[src/rtl/imem_loader_pkg.sv]
// imem_loader_pkg
//   Shared definitions for the instruction-memory loader: FSM state
//   encoding, the default frame header byte, IMEM write-enable constants
//   and the running-checksum helper.
package imem_loader_pkg;

    typedef enum logic [2:0] {
        ST_IDLE    = 3'd0,
        ST_ADDR_LO = 3'd1,
        ST_ADDR_HI = 3'd2,
        ST_CNT_LO  = 3'd3,
        ST_CNT_HI  = 3'd4,
        ST_DATA    = 3'd5,
        ST_WRITE   = 3'd6,
        ST_CSUM    = 3'd7
    } state_e;

    localparam logic [7:0] SYNC_BYTE_DEF = 8'hA5;
    localparam logic [3:0] WE_ALL        = 4'b1111;
    localparam logic [3:0] WE_NONE       = 4'b0000;

    // Frame checksum is a plain byte-wise XOR over address, count and data.
    function automatic logic [7:0] csum_step(input logic [7:0] acc, input logic [7:0] b);
        return acc ^ b;
    endfunction

endpackage

[src/rtl/imem_loader_if.sv]
// imem_loader_if
//   Bundles the loader's byte-stream handshake, the IMEM write port and the
//   status flags.
//   Stream : DataIn[7:0], DataInValid (source -> loader), DataInReady (loader -> source)
//   IMEM   : WE[3:0], AddrToMem[ADDR_WIDTH-1:0], WriteData[31:0] (loader -> IMEM)
//   Status : Busy, Done, Error (loader -> core)
//   Modports: slave = loader side, master = stream source / core side.
interface imem_loader_if #(
    parameter int ADDR_WIDTH = 12
);
    logic [7:0]            DataIn;
    logic                  DataInValid;
    logic                  DataInReady;
    logic [3:0]            WE;
    logic [ADDR_WIDTH-1:0] AddrToMem;
    logic [31:0]           WriteData;
    logic                  Busy;
    logic                  Done;
    logic                  Error;

    modport slave (
        input  DataIn, DataInValid,
        output DataInReady, WE, AddrToMem, WriteData, Busy, Done, Error
    );

    modport master (
        output DataIn, DataInValid,
        input  DataInReady, WE, AddrToMem, WriteData, Busy, Done, Error
    );
endinterface

[src/rtl/imem_loader.sv]
// imem_loader
//   Receives a framed byte stream (SYNC, ADDR_LO, ADDR_HI, CNT_LO, CNT_HI,
//   N*4 data bytes, CSUM), packs little-endian 32-bit words and writes them
//   to consecutive IMEM word addresses. Busy stays high for the whole frame
//   so the core can be stalled; Done / Error pulse for one cycle at the end.
//   Ports:
//     Clk      - system clock, everything on posedge
//     Reset_n  - synchronous active-low reset
//     bus      - imem_loader_if.slave (stream in, IMEM write port, status)
//   Build option:
//     IMEM_LOADER_TIMEOUT_EN - when defined, an inter-byte counter aborts a
//     stalled frame with an Error pulse after TIMEOUT_CYCLES idle cycles.
//     When undefined, TIMEOUT_CYCLES is unused and a stalled frame waits.
module imem_loader
    import imem_loader_pkg::*;
#(
    parameter int         ADDR_WIDTH     = 12,
    parameter logic [7:0] SYNC_BYTE      = SYNC_BYTE_DEF,
    parameter int         TIMEOUT_CYCLES = 1000000
) (
    input  logic          Clk,
    input  logic          Reset_n,
    imem_loader_if.slave  bus
);

    state_e                state_q, state_d;
    logic [7:0]            addr_lo_q, addr_lo_d;
    logic [ADDR_WIDTH-1:0] addr_q, addr_d;
    logic [7:0]            cnt_lo_q, cnt_lo_d;
    logic [15:0]           rem_q, rem_d;
    logic [23:0]           shift_q, shift_d;
    logic [1:0]            byte_idx_q, byte_idx_d;
    logic [7:0]            csum_q, csum_d;
    logic [3:0]            we_q, we_d;
    logic [ADDR_WIDTH-1:0] addr_to_mem_q, addr_to_mem_d;
    logic [31:0]           write_data_q, write_data_d;
    logic                  busy_q, busy_d;
    logic                  done_q, done_d;
    logic                  error_q, error_d;
    logic                  ready_q, ready_d;

    logic                  accept_s;
    logic [15:0]           addr_field_s;
    logic [15:0]           cnt_field_s;
    logic                  unused_addr_s;

    assign accept_s     = bus.DataInValid & ready_q;
    assign addr_field_s = {bus.DataIn, addr_lo_q};
    assign cnt_field_s  = {bus.DataIn, cnt_lo_q};
    // Address bits above ADDR_WIDTH are accepted on the wire but discarded.
    assign unused_addr_s = ^addr_field_s;

`ifdef IMEM_LOADER_TIMEOUT_EN
    localparam logic [31:0] TMO_LAST = 32'(TIMEOUT_CYCLES - 1);
    logic [31:0] tmo_q, tmo_d;
`else
    logic unused_tmo_s;
    assign unused_tmo_s = ^TIMEOUT_CYCLES;
`endif

    // Next-state and next-output logic for the frame parser and word packer.
    always_comb begin
        state_d       = state_q;
        addr_lo_d     = addr_lo_q;
        addr_d        = addr_q;
        cnt_lo_d      = cnt_lo_q;
        rem_d         = rem_q;
        shift_d       = shift_q;
        byte_idx_d    = byte_idx_q;
        csum_d        = csum_q;
        we_d          = WE_NONE;
        addr_to_mem_d = addr_to_mem_q;
        write_data_d  = write_data_q;
        done_d        = 1'b0;
        error_d       = 1'b0;

        case (state_q)
            ST_IDLE: begin
                // Anything other than the header byte is swallowed here.
                if (accept_s && (bus.DataIn == SYNC_BYTE)) begin
                    csum_d  = 8'h00;
                    state_d = ST_ADDR_LO;
                end else begin
                    state_d = ST_IDLE;
                end
            end
            ST_ADDR_LO: begin
                if (accept_s) begin
                    addr_lo_d = bus.DataIn;
                    csum_d    = csum_step(csum_q, bus.DataIn);
                    state_d   = ST_ADDR_HI;
                end else begin
                    state_d = ST_ADDR_LO;
                end
            end
            ST_ADDR_HI: begin
                if (accept_s) begin
                    addr_d  = addr_field_s[ADDR_WIDTH-1:0];
                    csum_d  = csum_step(csum_q, bus.DataIn);
                    state_d = ST_CNT_LO;
                end else begin
                    state_d = ST_ADDR_HI;
                end
            end
            ST_CNT_LO: begin
                if (accept_s) begin
                    cnt_lo_d = bus.DataIn;
                    csum_d   = csum_step(csum_q, bus.DataIn);
                    state_d  = ST_CNT_HI;
                end else begin
                    state_d = ST_CNT_LO;
                end
            end
            ST_CNT_HI: begin
                if (accept_s) begin
                    rem_d      = cnt_field_s;
                    byte_idx_d = 2'd0;
                    csum_d     = csum_step(csum_q, bus.DataIn);
                    state_d    = (cnt_field_s == 16'd0) ? ST_CSUM : ST_DATA;
                end else begin
                    state_d = ST_CNT_HI;
                end
            end
            ST_DATA: begin
                if (accept_s) begin
                    // Bytes enter at the top so byte0 ends up in bits [7:0].
                    shift_d    = {bus.DataIn, shift_q[23:8]};
                    byte_idx_d = byte_idx_q + 2'd1;
                    csum_d     = csum_step(csum_q, bus.DataIn);
                    if (byte_idx_q == 2'd3) begin
                        we_d          = WE_ALL;
                        addr_to_mem_d = addr_q;
                        write_data_d  = {bus.DataIn, shift_q};
                        state_d       = ST_WRITE;
                    end else begin
                        state_d = ST_DATA;
                    end
                end else begin
                    state_d = ST_DATA;
                end
            end
            ST_WRITE: begin
                // Address wraps naturally at 2^ADDR_WIDTH.
                addr_d  = addr_q + {{(ADDR_WIDTH-1){1'b0}}, 1'b1};
                rem_d   = rem_q - 16'd1;
                state_d = (rem_q == 16'd1) ? ST_CSUM : ST_DATA;
            end
            ST_CSUM: begin
                if (accept_s) begin
                    if (bus.DataIn == csum_q) begin
                        done_d = 1'b1;
                    end else begin
                        error_d = 1'b1;
                    end
                    state_d = ST_IDLE;
                end else begin
                    state_d = ST_CSUM;
                end
            end
            default: begin
                state_d = ST_IDLE;
            end
        endcase

`ifdef IMEM_LOADER_TIMEOUT_EN
        // Idle counter restarts on every accepted byte and only runs mid-frame.
        if (accept_s || !busy_q) begin
            tmo_d = 32'd0;
        end else begin
            tmo_d = tmo_q + 32'd1;
        end
        if (busy_q && !accept_s && (tmo_q == TMO_LAST)) begin
            state_d = ST_IDLE;
            error_d = 1'b1;
            we_d    = WE_NONE;
            tmo_d   = 32'd0;
        end else begin
            tmo_d = tmo_d;
        end
`endif

        // Status and handshake are registered from the next state so they
        // line up with the state they describe.
        busy_d  = (state_d != ST_IDLE);
        ready_d = (state_d != ST_WRITE);
    end

    // State and output registers with synchronous active-low reset.
    always_ff @(posedge Clk) begin
        if (!Reset_n) begin
            state_q       <= ST_IDLE;
            addr_lo_q     <= 8'h00;
            addr_q        <= {ADDR_WIDTH{1'b0}};
            cnt_lo_q      <= 8'h00;
            rem_q         <= 16'd0;
            shift_q       <= 24'd0;
            byte_idx_q    <= 2'd0;
            csum_q        <= 8'h00;
            we_q          <= WE_NONE;
            addr_to_mem_q <= {ADDR_WIDTH{1'b0}};
            write_data_q  <= 32'd0;
            busy_q        <= 1'b0;
            done_q        <= 1'b0;
            error_q       <= 1'b0;
            ready_q       <= 1'b0;
`ifdef IMEM_LOADER_TIMEOUT_EN
            tmo_q         <= 32'd0;
`endif
        end else begin
            state_q       <= state_d;
            addr_lo_q     <= addr_lo_d;
            addr_q        <= addr_d;
            cnt_lo_q      <= cnt_lo_d;
            rem_q         <= rem_d;
            shift_q       <= shift_d;
            byte_idx_q    <= byte_idx_d;
            csum_q        <= csum_d;
            we_q          <= we_d;
            addr_to_mem_q <= addr_to_mem_d;
            write_data_q  <= write_data_d;
            busy_q        <= busy_d;
            done_q        <= done_d;
            error_q       <= error_d;
            ready_q       <= ready_d;
`ifdef IMEM_LOADER_TIMEOUT_EN
            tmo_q         <= tmo_d;
`endif
        end
    end

    assign bus.DataInReady = ready_q;
    assign bus.WE          = we_q;
    assign bus.AddrToMem   = addr_to_mem_q;
    assign bus.WriteData   = write_data_q;
    assign bus.Busy        = busy_q;
    assign bus.Done        = done_q;
    assign bus.Error       = error_q;

endmodule

[src/flat_wrapper.sv]
// flat-port wrapper written by rule: the top's interface ports become plain ports
module imem_loader_flat import imem_loader_pkg::*;
#(
    parameter int         ADDR_WIDTH     = 12,
    parameter logic [7:0] SYNC_BYTE      = SYNC_BYTE_DEF,
    parameter int         TIMEOUT_CYCLES = 1000000
)
  (Clk, Reset_n, bus_DataIn, bus_DataInValid, bus_DataInReady, bus_WE, bus_AddrToMem, bus_WriteData, bus_Busy, bus_Done, bus_Error);
  imem_loader_if #(.ADDR_WIDTH(ADDR_WIDTH)) bus_i ();
  input  logic Clk;
  input  logic Reset_n;
  input wire logic [$bits(bus_i.DataIn)-1:0] bus_DataIn;
  input wire logic [$bits(bus_i.DataInValid)-1:0] bus_DataInValid;
  output wire logic [$bits(bus_i.DataInReady)-1:0] bus_DataInReady;
  output wire logic [$bits(bus_i.WE)-1:0] bus_WE;
  output wire logic [$bits(bus_i.AddrToMem)-1:0] bus_AddrToMem;
  output wire logic [$bits(bus_i.WriteData)-1:0] bus_WriteData;
  output wire logic [$bits(bus_i.Busy)-1:0] bus_Busy;
  output wire logic [$bits(bus_i.Done)-1:0] bus_Done;
  output wire logic [$bits(bus_i.Error)-1:0] bus_Error;
  assign bus_i.DataIn = bus_DataIn;
  assign bus_i.DataInValid = bus_DataInValid;
  assign bus_DataInReady = bus_i.DataInReady;
  assign bus_WE = bus_i.WE;
  assign bus_AddrToMem = bus_i.AddrToMem;
  assign bus_WriteData = bus_i.WriteData;
  assign bus_Busy = bus_i.Busy;
  assign bus_Done = bus_i.Done;
  assign bus_Error = bus_i.Error;
  imem_loader #(.ADDR_WIDTH(ADDR_WIDTH), .SYNC_BYTE(SYNC_BYTE), .TIMEOUT_CYCLES(TIMEOUT_CYCLES)) u_core (.Clk(Clk), .Reset_n(Reset_n), .bus(bus_i));
endmodule
[config.mk]
export PLATFORM = sky130hd
export DESIGN_NAME = imem_loader_flat
export DESIGN_NICKNAME = d
export VERILOG_FILES = /design/src/rtl/imem_loader_pkg.sv /design/src/rtl/imem_loader_if.sv /design/src/rtl/imem_loader.sv /design/src/flat_wrapper.sv
export SDC_FILE = /design/constraint.sdc
export NUM_CORES = 1
export LEC_CHECK = 0
export CORE_ASPECT_RATIO = 0.9
export CORE_MARGIN = 2
export CORE_UTILIZATION = 39
export CTS_CLUSTER_DIAMETER = 150
export DETAILED_ROUTE_END_ITERATION = 10
export GPL_TIMING_DRIVEN = 0
export PLACE_DENSITY = 0.56
export SLEW_MARGIN = 25
export SYNTH_ARGS = -nofsm -noshare
export SYNTH_HDL_FRONTEND = slang
export SYNTH_SLANG_ARGS = --single-unit
[constraint.sdc]
create_clock -name Clk -period 3.1 [get_ports Clk]
set_clock_uncertainty 0.2 [all_clocks]
set_input_delay 0.775 -clock Clk [delete_from_list [all_inputs] [get_ports Clk]]
set_output_delay 0.775 -clock Clk [all_outputs]
set_load 0.02 [all_outputs]
# Yosys cells after proc, flatten, opt, wreduce, memory -nomap -nowiden

Index checks and enable logic that the tools add are counted.
W data, S select, Z words.

Bits in registers: 133
Output and inout bits: 52
Word-level logic and storage cells: 80

Add/sub/neg operators: 3
Equal/unequal tests: 17
Muxes and demuxes: 24
Bitwise gates (word level): 2
Reduce and logical (&&, ||, !) cells: 19

Operator list:

| cell                    | count |
|---|---|
| $pmux W16 S2            | 1 |
| $pmux W12 S2            | 1 |
| $pmux W3 S8             | 1 |
| $eq A16 B1 Y1 const B   | 1 |
| $logic_not A16 Y1       | 1 |
| $mux W16                | 1 |
| $mux W8                 | 2 |
| $pmux W8 S2             | 1 |
| $sub A16 B1 Y16 const B | 1 |
| $reduce_and A3 Y1       | 5 |
| $mux W2                 | 7 |
| $add A12 B1 Y12 const B | 1 |
| $eq A3 B3 Y1 const B    | 4 |
| $mux W12                | 1 |
| $ne A2 B1 Y1 const B    | 5 |
| $reduce_and A2 Y1       | 5 |
| $mux W3                 | 3 |
| $eq A8 B8 Y1            | 1 |
| $eq A8 B8 Y1 const B    | 1 |
| $reduce_bool A2 Y1      | 4 |
| $xor A8 B8 Y8           | 1 |
| $eq A3 B2 Y1 const B    | 2 |
| $reduce_or A5 Y1        | 1 |
| $mux W1                 | 4 |
| other kinds (10)        | 10 |

# Logic depth before layout (Yosys ltp)

Depth after elaboration: 5
Depth in mapped cells: 8

# Worst setup path before layout

OpenSTA, ideal clock, no wires.

Path type: input -> register
From: input port bus_DataIn[3]
To: register u_core.csum_q[3]
Setup time: 0.069 ns
Arrival: 2.210 ns
Required time: 2.831 ns
Slack: 0.621 ns
Stages on the path: 8
Path buffers: 3
Cell sequence: buf_2 -> nor4_4 -> nand3_1 -> a31o_1 -> buf_6 -> or3_1 -> buf_2 -> o21ai_1

Cells in the longest elaborated chain, start to end: 4
Elaborated cells between the ends (all ways): 7

RTL lines:

| item                               | line               | RTL |
|---|---|---|
| start, declared                    | flat_wrapper.sv:12 | `input wire logic [$bits(bus_i.DataIn)-1:0] bus_DataIn;` |
| $eq A8 B8 Y1                       | imem_loader.sv:80  | `if (accept_s && (bus.DataIn == SYNC_BYTE)) begin` |
| $logic_and A1 B1 Y1                | imem_loader.sv:80  |  |
| $ne A2 B1 Y1 (no source line)      | n/a                |  |
| $reduce_and A3 Y1 (no source line) | n/a                |  |
| end signal, assigned               | imem_loader.sv:217 | `csum_q <= csum_d;` |
| end, declared                      | imem_loader.sv:33  | `logic [7:0] csum_q, csum_d;` |

Parallel ways exist; a longest one is shown, timed or not. The select of a mux whose other input is x is not followed.
A chain may end at the register's enable or synchronous reset.

# Worst setup path in the final report

From: input port bus_DataInValid
To: register u_core.addr_to_mem_q[3], in the netlist u_core.bus.AddrToMem[3]

Cells in the longest elaborated chain, start to end: 2

RTL lines:

| item                               | line               | RTL |
|---|---|---|
| start, declared                    | flat_wrapper.sv:13 | `input wire logic [$bits(bus_i.DataInValid)-1:0] bus_DataInValid;` |
| $and A1 B1 Y1                      | imem_loader.sv:47  | `assign accept_s = bus.DataInValid & ready_q;` |
| $reduce_and A3 Y1 (no source line) | n/a                |  |
| end signal, assigned               | imem_loader.sv:200 | `addr_to_mem_q <= {ADDR_WIDTH{1'b0}};` |
| end signal, assigned               | imem_loader.sv:219 | `addr_to_mem_q <= addr_to_mem_d;` |
| end, declared                      | imem_loader.sv:35  | `logic [ADDR_WIDTH-1:0] addr_to_mem_q, addr_to_mem_d;` |

Every way passes these cells.

==> out/metrics.yaml <==
routing:
  wl_per_cell_um: 16.5
  vias_per_cell: 5.36
  ant_nets: 0
  drc: 0
  dr.pass1.iters: 6
  drt_wl_total_um: 16600
  vias: 5391
  drtIter0Drc: 462
global_routing:
  grt_pass1_wl_um: 26700
  grtUsageTotal: 0.222
  overflow: 0
  grt_pass1_vias: 5121
  antenna_found_initial: 0
  grt_max_degree: 17
sta:
  fin_hold_ws_ns: 0.253
  fmax_ghz: 0.347
  min_period_over_period: 0.928
  hold_violations: 0
  setup_viol: 0
  timing.slew.headroom: 0.395
  post-route-worst-setup-slack_ns: 0.222
  period_needed_ns: 2.88
  tns_ns: 0
  drv_slew: 0
  rsz0062_at_grt: "no"
  tightestPinTransition_ns: 0.907
cts:
  clock-root-buffer: "clkbuf_16"
  cts_resized: 0
  path_clk_slew_ns: 0.06
  cts_made_buffers: 17
  clkSinkCount: 130
  clk_latency_ns: 0.41
  post_cts_buffers: 0
  ctsHoldBuffers: 0
  cts.htree.levels: 4
  clock_path_buffers: 2
  cts_tree: "done"
yosys:
  netlist.top_cell.by_area: "dfxtp_1"
  syn_nets: 746
  async_flop_share: 0
  seq_area_frac_synth: 0.463
  avgSynthCellArea_um2: 7.74
  synth_top_area_frac: 0.463
  synth_adder_area_share: 0.0178
  synth_top_family_by_area: "simple AND/OR/NAND/NOR gates"
  synth_edf_count: 0
  ys.flop_type: "dfxtp_1"
  yosys-top-cells-area: "dfxtp_1 (46%), nand2_1 (12%), a21oi_1 (10%)"
  synthSimpleGateAreaFrac: 0.255
  synth_cells: 727
  synth_mux_area_frac: 0.0142
  synth-seq-cells: 130
  yosys.cell_types.count: 52
  synth_xor_area_frac: 0.00778
  yosysWarnings: 0
  synth-compound-area-share: 0.186
  syn_area_um2: 5630
place:
  dp_hpwl_um: 11500
  detailed_place.area_um2: 6420
  dpl.cell_count: 975
  dp_slack_ns: -0.294
  place_congestion: 0.880
  portBuffers: 55
worst_setup_path:
  slowest_delay_ns: 0.52
  cp_num_buf_inv: 4
  cp_common_cell: "clkbuf_1"
  worstPathMaxFanout: 10
  cp.arrival_ns: 3.02
  crit_chain: "clkdlybuf4s50_1 > and3_1 > clkbuf_1 > and3_1 > clkbuf_1 > clkbuf_1 > nand2_1 > a21oi_1"
  crit_type: "in -> reg"
  worst_setup_path_start_kind: "input pin"
  reg2reg_setup_slack_ns: 0.63
  slowest_stage: "clkdlybuf4s50_1"
  end_kind: "flop"
  crit_required_ns: 3.24
  path_delay_family: "buffers and inverters"
floorplan:
  core_area_um2: 14100
  die_area_um2: 15400
  die_h_um: 118
  die_width_um: 131
  pin_count: 63
  start_util: 0.400
  fp-row-count: 41
power:
  leakage_nw: 2.36
  sw_frac_of_total: 0.216
  power_mw: 3.73
  p_int_mw: 2.93
  powerDensity_nw_per_um2: 533
  switchingPower_mw: 0.805
  p_clk_frac: 0.525
  seq_power_share: 0.449
  pwr-share-comb: 0.027
  ir_drop_mv: 0.354
layout:
  layoutNonFillerInstCount: 1005
  final_area_um2: 7000
  final_util: 0.498
  drive_above_1_share: 0.0603
  multiInputGateArea_um2: 2710
  fillers: 1410
  area.sequential_um2: 2600
  fin_nets: 820
  n_antenna_cell: 0
  area_growth_syn_to_layout_pct: 24.4
job:
  drv_cap: 0
min_path:
  hold_class: "reg -> reg"
run_status:
  status: "complete, no violations"
-- tightest hold or removal path: cells and delay by family, from the launching register on --
kind	cells	cell delay, ns
flip-flops	1	0.30
AO/OA/AOI/OAI	1	0.05
AND/OR/NAND/NOR	1	0.05
-- cells in the mapped netlist, types with 6 or more instances --
cell type and count:
nand2_1 184, dfxtp_1 130, a21oi_1 117, clkbuf_1 47
nor2_1 43, nand3_1 25, o21ai_0 16, inv_1 13
nor2b_1 11, nor3_1 10, o211ai_1 9, a31oi_1 8
ha_1 8, mux2i_1 8, nor4_1 8, o21ai_1 8
and3_1 7, buf_2 7, nand4_1 6, or4_1 6
-- cells by family (layout without fill, tap and decap cells) --
logic type,count (synthesis),in the layout
AOI/OAI and AO/OA,185,185
and+or+nand+nor,317,317
adders and majority gates,8,8
xor gates and xnor gates,5,5
buffers and inverters,74,159
muxes,8,8
DFF,130,130
-- power by group through the flow --
stage	Sequential [mW]	Combinational (mW)	Clock (mW)
3_5_place_dp	1.71	0.0986	0
5_1_grt	1.67	0.107	2.06
4_1_cts	1.67	0.0995	1.98
6_report	1.67	0.100	1.96
3_3_place_gp	1.71	0.0982	0
2_1_floorplan	1.71	0.0549	0
-- registers in the layout (all words and copies together) (netlist names) --
signal / count
u_core.state_q: 3
u_core.bus.WE: 1
u_core.bus.Busy: 1
u_core.addr_lo_q: 8
u_core.cnt_lo_q: 8
u_core.bus.Error: 1
u_core.bus.Done: 1
u_core.csum_q: 8
u_core.rem_q: 16
u_core.bus.AddrToMem: 12
u_core.shift_q: 24
u_core.bus.WriteData: 32
u_core.bus.DataInReady: 1
u_core.byte_idx_q: 2
u_core.addr_q: 12
-- final cells by class --
type | count | area share
Sequential cell | 130 | 0.372
Clock inverter | 10 | 0.0157
Buffer | 61 | 0.0388
Multi-Input combinational cell | 523 | 0.387
Clock buffer | 20 | 0.0667
Tap cell | 193 | 0.0345
Inverter | 13 | 0.00697
Timing Repair Buffer | 55 | 0.0787
-- final timing paths --
kind,cells past startpoint,start,to
hold / removal,2,u_core.bus.AddrToMem[10],u_core.bus.AddrToMem[10]
setup reg to reg,7,u_core.state_q[0],u_core.bus.AddrToMem[3]
setup / recovery,8,bus_DataInValid,u_core.bus.AddrToMem[3]
hold reg to reg,2,u_core.bus.AddrToMem[10],u_core.bus.AddrToMem[10]
-- layer usage --
layer  wire length, um  up-vias  track usage
met2              7090      190        0.320
met5                 0        -            0
met4               285        0       0.0705
li1                  -     2637            -
met1              8070     2543        0.323
met3              1120       21       0.0564
-- placed cells by master, fill, tap and decap left out, types with 2 or more instances in the layout --
master           instances
nand2_1                183
dfxtp_1                130
a21oi_1                117
clkdlybuf4s50_1         55
clkbuf_1                47
nor2_1                  43
nand3_1                 25
clkbuf_16               17
o21ai_0                 16
inv_1                   13
nor2b_1                 11
nor3_1                  10
o211ai_1                 9
mux2i_1                  8
nor4_1                   8
a31oi_1                  8
o21ai_1                  8
ha_1                     8
buf_2                    7
and3_1                   7
or4_1                    6
nand4_1                  6
clkinv_2                 5
a2bb2oi_1                4
a211oi_1                 4
a22oi_1                  4
xnor2_1                  4
buf_6                    3
and2_1                   3
buf_4                    3
clkbuf_8                 3
o221ai_1                 2
o211a_1                  2
nor4_4                   2
nand2b_1                 2
o22ai_1                  2
o311ai_0                 2
bufinv_16                2
clkinv_4                 2
Power figures use the tool's default switching activity.
